File: config.mk
export PLATFORM = sky130hd
export DESIGN_NAME = issue_dispatch_queue
export DESIGN_NICKNAME = d
export VERILOG_FILES = /design/src/rtl/issue_dispatch_queue.sv
export SDC_FILE = /design/constraint.sdc
export NUM_CORES = 2
export LEC_CHECK = 0
export BUFFER_PORTS_ARGS = -buffer_cell sky130_fd_sc_hd__buf_2
export CAP_MARGIN = 25
export CORE_AREA = 3 3 345 415
export DETAILED_ROUTE_END_ITERATION = 16
export DIE_AREA = 0 0 348 418
export PLACE_DENSITY = 0.82
export SLEW_MARGIN = 25
export SYNTH_ARGS = -nofsm -noshare
export SYNTH_HDL_FRONTEND = slang
export SYNTH_SLANG_ARGS = --single-unit
File: constraint.sdc
create_clock -name clk_in -period 11.95 [get_ports clk_in]
set_clock_uncertainty 0.2 [all_clocks]
set_input_delay 0.5975 -clock clk_in [delete_from_list [all_inputs] [get_ports clk_in]]
set_output_delay 0.5975 -clock clk_in [all_outputs]
set_load 0.005 [all_outputs]
File: src/rtl/issue_dispatch_queue.sv
// issue_dispatch_queue: instruction buffer and single-issue dispatch stage.
// Fetched instructions enter a DEPTH-entry circular FIFO; the head entry is
// moved into a one-deep stage register, decoded, and dispatched to the ROB
// plus (optionally) the reservation station or load/store buffer once every
// sink it needs has room.
//
// Ports:
//   clk_in, rst_in        clock, synchronous active-high reset
//   rdy_in                global enable; low freezes all state and dispatch
//   clear                 flush: empties queue and stage, discards a push
//   inst_in/inst_valid/inst_addr  fetch push interface; fetch_ready = room
//   rob_full/rs_full/lsb_full     sink back-pressure
//   rob_tail_id           ROB tag that the next dispatched entry receives
//   dispatch_fire         staged instruction leaves toward the ROB this cycle
//   to_rs/to_lsb          fire qualified for the RS / LSB
//   d_*                   decoded view of the stage register
//   count                 queue occupancy (stage register not included)
module issue_dispatch_queue #(
  parameter int unsigned DEPTH        = 32,
  parameter int unsigned ADDR_WIDTH   = 32,
  parameter int unsigned ROB_ID_WIDTH = 5
) (
  input  logic                      clk_in,
  input  logic                      rst_in,
  input  logic                      rdy_in,
  input  logic                      clear,
  input  logic [31:0]               inst_in,
  input  logic                      inst_valid,
  input  logic [ADDR_WIDTH-1:0]     inst_addr,
  output logic                      fetch_ready,
  input  logic                      rob_full,
  input  logic                      rs_full,
  input  logic                      lsb_full,
  input  logic [ROB_ID_WIDTH-1:0]   rob_tail_id,
  output logic                      dispatch_fire,
  output logic                      to_rs,
  output logic                      to_lsb,
  output logic [6:0]                d_opcode,
  output logic [2:0]                d_funct3,
  output logic                      d_funct7b5,
  output logic [4:0]                d_rd,
  output logic [4:0]                d_rs1,
  output logic [4:0]                d_rs2,
  output logic [31:0]               d_imm,
  output logic [ADDR_WIDTH-1:0]     d_pc,
  output logic [31:0]               d_rob_value,
  output logic [ROB_ID_WIDTH-1:0]   d_rob_id,
  output logic [$clog2(DEPTH):0]    count
);

  localparam int unsigned PTR_W = $clog2(DEPTH);
  localparam int unsigned CNT_W = PTR_W + 1;

  localparam logic [6:0] OPC_LUI    = 7'b0110111;
  localparam logic [6:0] OPC_AUIPC  = 7'b0010111;
  localparam logic [6:0] OPC_JAL    = 7'b1101111;
  localparam logic [6:0] OPC_JALR   = 7'b1100111;
  localparam logic [6:0] OPC_BRANCH = 7'b1100011;
  localparam logic [6:0] OPC_LOAD   = 7'b0000011;
  localparam logic [6:0] OPC_STORE  = 7'b0100011;
  localparam logic [6:0] OPC_OPIMM  = 7'b0010011;
  localparam logic [6:0] OPC_OP     = 7'b0110011;

  typedef enum logic [1:0] {
    CLS_DROP,
    CLS_ALU,
    CLS_MEM,
    CLS_ROB
  } cls_e;

  typedef enum logic [2:0] {
    FMT_X,
    FMT_R,
    FMT_I,
    FMT_S,
    FMT_B,
    FMT_U,
    FMT_J
  } fmt_e;

  logic [31:0]           q_inst [DEPTH];
  logic [ADDR_WIDTH-1:0] q_pc   [DEPTH];
  logic [PTR_W-1:0]      head;
  logic [PTR_W-1:0]      tail;

  logic                  stage_valid;
  logic [31:0]           stage_inst;
  logic [ADDR_WIDTH-1:0] stage_pc;

  cls_e                  cls;
  fmt_e                  fmt;
  logic                  active;
  logic                  push;
  logic                  load;
  logic                  stage_leave;
  logic                  sinks_ok;

  // Classification and immediate format of the staged opcode.
  always_comb begin
    cls = CLS_DROP;
    fmt = FMT_X;
    case (stage_inst[6:0])
      OPC_OP:     begin cls = CLS_ALU; fmt = FMT_R; end
      OPC_OPIMM:  begin cls = CLS_ALU; fmt = FMT_I; end
      OPC_BRANCH: begin cls = CLS_ALU; fmt = FMT_B; end
      OPC_JAL:    begin cls = CLS_ALU; fmt = FMT_J; end
      OPC_JALR:   begin cls = CLS_ALU; fmt = FMT_I; end
      OPC_LOAD:   begin cls = CLS_MEM; fmt = FMT_I; end
      OPC_STORE:  begin cls = CLS_MEM; fmt = FMT_S; end
      OPC_LUI:    begin cls = CLS_ROB; fmt = FMT_U; end
      OPC_AUIPC:  begin cls = CLS_ROB; fmt = FMT_U; end
      default:    begin cls = CLS_DROP; fmt = FMT_X; end
    endcase
  end

  // Handshake: a frozen or flushing cycle neither pushes, loads nor fires.
  always_comb begin
    active        = rdy_in && !clear;
    fetch_ready   = (count != CNT_W'(DEPTH));
    push          = active && inst_valid && fetch_ready;
    sinks_ok      = !rob_full
                    && !((cls == CLS_ALU) && rs_full)
                    && !((cls == CLS_MEM) && lsb_full);
    dispatch_fire = active && stage_valid && (cls != CLS_DROP) && sinks_ok;
    // Unknown opcodes retire from the stage without consuming any sink.
    stage_leave   = dispatch_fire || (active && stage_valid && (cls == CLS_DROP));
    load          = active && (count != '0) && (!stage_valid || stage_leave);
    to_rs         = dispatch_fire && (cls == CLS_ALU);
    to_lsb        = dispatch_fire && (cls == CLS_MEM);
  end

  // Queue payload storage; no reset needed, validity is tracked by count.
  always_ff @(posedge clk_in) begin
    if (push) begin
      q_inst[tail] <= inst_in;
      q_pc[tail]   <= inst_addr;
    end
  end

  // Pointers, occupancy and stage register.
  always_ff @(posedge clk_in) begin
    if (rst_in) begin
      head        <= '0;
      tail        <= '0;
      count       <= '0;
      stage_valid <= 1'b0;
      stage_inst  <= '0;
      stage_pc    <= '0;
    end else if (rdy_in) begin
      if (clear) begin
        head        <= '0;
        tail        <= '0;
        count       <= '0;
        stage_valid <= 1'b0;
        stage_inst  <= '0;
        stage_pc    <= '0;
      end else begin
        if (push) begin
          tail <= tail + PTR_W'(1);
        end
        if (load) begin
          head        <= head + PTR_W'(1);
          stage_valid <= 1'b1;
          stage_inst  <= q_inst[head];
          stage_pc    <= q_pc[head];
        end else if (stage_leave) begin
          stage_valid <= 1'b0;
        end
        case ({push, load})
          2'b10:   count <= count + CNT_W'(1);
          2'b01:   count <= count - CNT_W'(1);
          default: count <= count;
        endcase
      end
    end
  end

  // Field decode and sign-extended immediate of the stage register.
  always_comb begin
    d_opcode   = stage_inst[6:0];
    d_funct3   = stage_inst[14:12];
    d_funct7b5 = stage_inst[30];
    d_pc       = stage_pc;
    d_rob_id   = rob_tail_id;

    d_rd  = ((fmt == FMT_S) || (fmt == FMT_B)) ? 5'd0 : stage_inst[11:7];
    d_rs1 = ((fmt == FMT_U) || (fmt == FMT_J)) ? 5'd0 : stage_inst[19:15];
    d_rs2 = ((fmt == FMT_R) || (fmt == FMT_S) || (fmt == FMT_B))
            ? stage_inst[24:20] : 5'd0;

    d_imm = '0;
    case (fmt)
      FMT_I: d_imm = {{20{stage_inst[31]}}, stage_inst[31:20]};
      FMT_S: d_imm = {{20{stage_inst[31]}}, stage_inst[31:25], stage_inst[11:7]};
      FMT_B: d_imm = {{19{stage_inst[31]}}, stage_inst[31], stage_inst[7],
                      stage_inst[30:25], stage_inst[11:8], 1'b0};
      FMT_U: d_imm = {stage_inst[31:12], 12'd0};
      FMT_J: d_imm = {{11{stage_inst[31]}}, stage_inst[31], stage_inst[19:12],
                      stage_inst[20], stage_inst[30:21], 1'b0};
      default: d_imm = '0;
    endcase

    // LUI/AUIPC results are known at dispatch and go straight into the ROB.
    d_rob_value = '0;
    if (stage_inst[6:0] == OPC_LUI) begin
      d_rob_value = d_imm;
    end else if (stage_inst[6:0] == OPC_AUIPC) begin
      d_rob_value = 32'(stage_pc) + d_imm;
    end
  end

endmodule

==> impl_results.md <==
* Syn-to-layout area delta at 11.46%
* Cell Area, Placed at a little under 0.09 mm^2
* Crit path required time at approximately 11000 ps
* Die area at 0.1455 mm^2
* Synthesized area per cell at 22.47 um^2
* Fmax achieved at approximately 130 MHz
* Final #Nets at about 4.1k
* # fillers at 8081
* Placed cells at roughly 5.6k
* First-pass GRT wire length at between 300 and 400 mm
* Initial DRC Count at ~7.3k
* Total track usage at between 30% and 40%
* CTS max path bufs at 3
* Final Hold Fails at 0
* Leak Pwr at roughly 29 nW
* Top_reg_cell synth: edfxtp_1
* Die outline height at ~420 um
* Critical path, cell by cell: inv_1, nor4_2, or2_1, and2_1, ha_1, o211ai_1, o21ai_0, o211ai_2, a211oi_1, o221ai_1, mux2_2, a21oi_1, a211oi_1, buf_2
* Kind of cell adding the most delay to the critical path: compound AO/OA/AOI/OAI gates
* Asr flop ratio synth at 0%
* H-Tree Depth at 4
* Tmin final at about 7600 ps
* #FFs+latches synth at approximately 2.1k
* DR pass1 iterations at 6
* Crit-path most repeated cell: a211oi_1
* Max incr delay on CP at around 840 ps
* Cell area after layout at around 0.093 mm^2
* Final Setup Violations at 0
* Io pins at between 200 and 250
* Crit path buf inv count at 2
* Die Span X at 348 um
* Overflow after GRT at 0
* Arr. time, crit path at 6750 ps
* GPL Wtd Cong at just over 0.9
* Vias in the first global route at around 44k
* Mapped Nets at 3834
* Initial antenna violation count at 20
* ANT nets after route at 0
* Worst IR Drop VDD at between 150 and 200 uV
* Max cap viols at 0
* Status: finished, final reports clean
* Vias/cell at roughly 7.3
* Yosys warning total at 0
* # port buffers at slightly above 200
* Skew-Pair Late Insertion Delay at between 800 and 900 ps
* Mapped cell area at ~0.083 mm^2
* Rel. slew slack at 22.41%
* Critical-path maximum fanout at 32
* CTS Buf Count at 190
* Critical path's slowest cell: nor4_2
* Setup TNS at 0 ps
* Register area share after synthesis at 75.74%
* Vias at 43.66k
* DR DRC count at 0
* Starting Density at approximately three fifths
* Finished Layout Cells at 5991
* Worst hold path class: in -> reg
* TritonCTS clock tree: done
* Wire length per cell at between 40 and 50 um
* Fin. max-slew vios at 0
* Post-Route WL at roughly 240 mm
* Hpwl dp at roughly 120 mm
* Fraction of layout instances using a drive strength above 1 at 31.19%
* Sink Count at 2134
* EDFF count, synth at between 2k and 2.5k
* CP Launch Type: flop
* Clk slew on worst S/H paths at roughly 70 ps
* Site row count at 150
* Crit Path Class: reg -> out
* Setup crit end kind: primary output
* Power Dens Cells at about 160 mW/mm^2
* Syn Inst Count at around 3.7k
* Core box area at around 0.14 mm^2
* Worst Max-Slew Pin Slew at between 1000 and 1500 ps
* Largest net degree at the start of global routing at about 140
* Yosys cell types at 75
* Root Driver: clkbuf_16
* Final cycle utilization of the critical path at around 63%
* Postcts setup bufs at 0
* RSZ-0062 raised after global routing: false
-- registers in the layout, indices dropped and copies added, names as in the netlist, named ones only --
name / flops
q_inst: 1024
q_pc: 1024
d_pc: 32
stage_inst: 32
count: 6
head: 5
tail: 5
stage_valid: 1
-- Yosys cell counts, drive strengths merged (9+ instances only) --
| cell | instances | area (um^2) |
|---|---|---|
| o21ai | 25 | 125.1 |
| nand3 | 9 | 45.04 |
| a21o | 25 | 187.7 |
| or3 | 39 | 249.0 |
| a21oi | 79 | 399.1 |
| and3 | 11 | 68.82 |
| dfxtp | 86 | 1722 |
| nand2 | 92 | 345.3 |
| xnor2 | 11 | 96.34 |
| nor2b | 9 | 56.30 |
| a211oi | 11 | 87.58 |
| and2 | 22 | 140.1 |
| edfxtp | 2048 | 61500 |
| inv | 11 | 41.29 |
| mux2i | 31 | 310.3 |
| buf | 97 | 575.6 |
| a22oi | 39 | 292.8 |
| xor2 | 15 | 131.4 |
| ha | 40 | 500.5 |
| nor2 | 108 | 407.9 |
| clkbuf | 113 | 424.2 |
| mux2 | 37 | 416.7 |
| nor3 | 16 | 85.08 |
| mux4 | 640 | 14410 |
-- kinds of logic (layout without fill, tap and decap cells) --
group | Yosys count | count (layout) | synth area share (%)
AOI/OAI and AO/OA | 240 | 240 | 1.947
other | 0 | 15 | 0
and+or+nand+nor | 344 | 344 | 2.003
adders and majority gates | 42 | 42 | 0.6476
buffers and inverters | 221 | 658 | 1.247
muxes | 708 | 708 | 18.14
xor gates and xnor gates | 26 | 26 | 0.2728
DFF | 2134 | 2134 | 75.74
-- per-layer routing --
layer,vias to the layer above,track usage [%],share of wire (%)
met5,-,0,0.044
met4,14,17.41,6.1
li1,16320,-,-
met1,22520,43.32,33
met3,816,11.38,14
met2,3996,51.64,47
-- worst register-to-register path, delay by kind of cell, from the launching register on --
family,cells,cell delay [ps]
and+or+nand+nor,7,2520
buffers and inverters,2,1230
DFF,1,460
-- final cells by class --
class,instances,area [um^2],area share (%)
Sequential cell,2134,63240,67.98
Multi-Input combinational cell,1360,19480,20.94
Clock buffer,246,5077,5.458
Tap cell,1824,2282,2.453
Timing Repair Buffer,297,1884,2.025
Clock inverter,104,991.0,1.065
Inverter,11,41.29,0.04438
Antenna cell,15,37.54,0.04035
-- cell usage in the layout (no fill, tap or decap), types with 25 or more instances in the layout --
cell       netlist  layout
ha_1            40      40
nor2_4           0      33
dfxtp_1         86      80
nand2_1         92      92
a21oi_1         78      78
nor2_1         107      75
mux4_2         640     640
clkinv_2         0      31
edfxtp_1      2048    2048
buf_4           17      73
a21o_1          25      25
clkinv_1         0      33
clkbuf_1       113      47
buf_2           58     202
a22oi_1         39      39
or3_1           38      38
mux2_2          37      37
mux2i_1         31      31
clkbuf_16        0     192
-- power by group --
group	leakage (nW)	internal (mW)	switching (mW)	total (mW)
Clock	2.96	3.32	2.75	6.07
Combinational	6.67	0.0912	0.197	0.288
Sequential	19.1	8.20	0.0198	8.22
-- through the flow --
stage | power [mW] | util (%) | hold WS, ps | setup WS [ps]
floorplan | 8.505 | - | 240.0 | 7286
detailed placement | 8.653 | 62.25 | 281.5 | 5332
finish | 14.57 | 66.71 | 60.13 | 4398
CTS | 14.61 | 66.65 | 1.005 | 4463
global placement | 8.638 | 62.22 | 256.9 | 5303
global route | 14.88 | 66.69 | 38.77 | 4213
-- path summary, 6_finish.rpt --
path	start	depth (start not counted)	slack (ps)	to
min	rst_in	3	60	count[0]$_SDFFE_PP0P_
max reg2reg	count[0]$_SDFFE_PP0P_	9	7130	q_pc[18][27]$_DFFE_PP_
max	stage_inst[5]$_SDFFE_PP0P_	14	4400	d_rob_value[24]
min reg2reg	head[4]$_SDFFE_PP0P_	2	290	flop
-- repair_timing --
action	CTS	global route
resized for setup	0	0
endpoints found under the setup margin	0	0
hold buffers	6	0
hold endpoints to repair	22	0
No activity file was read; power rests on OpenSTA's default activity.
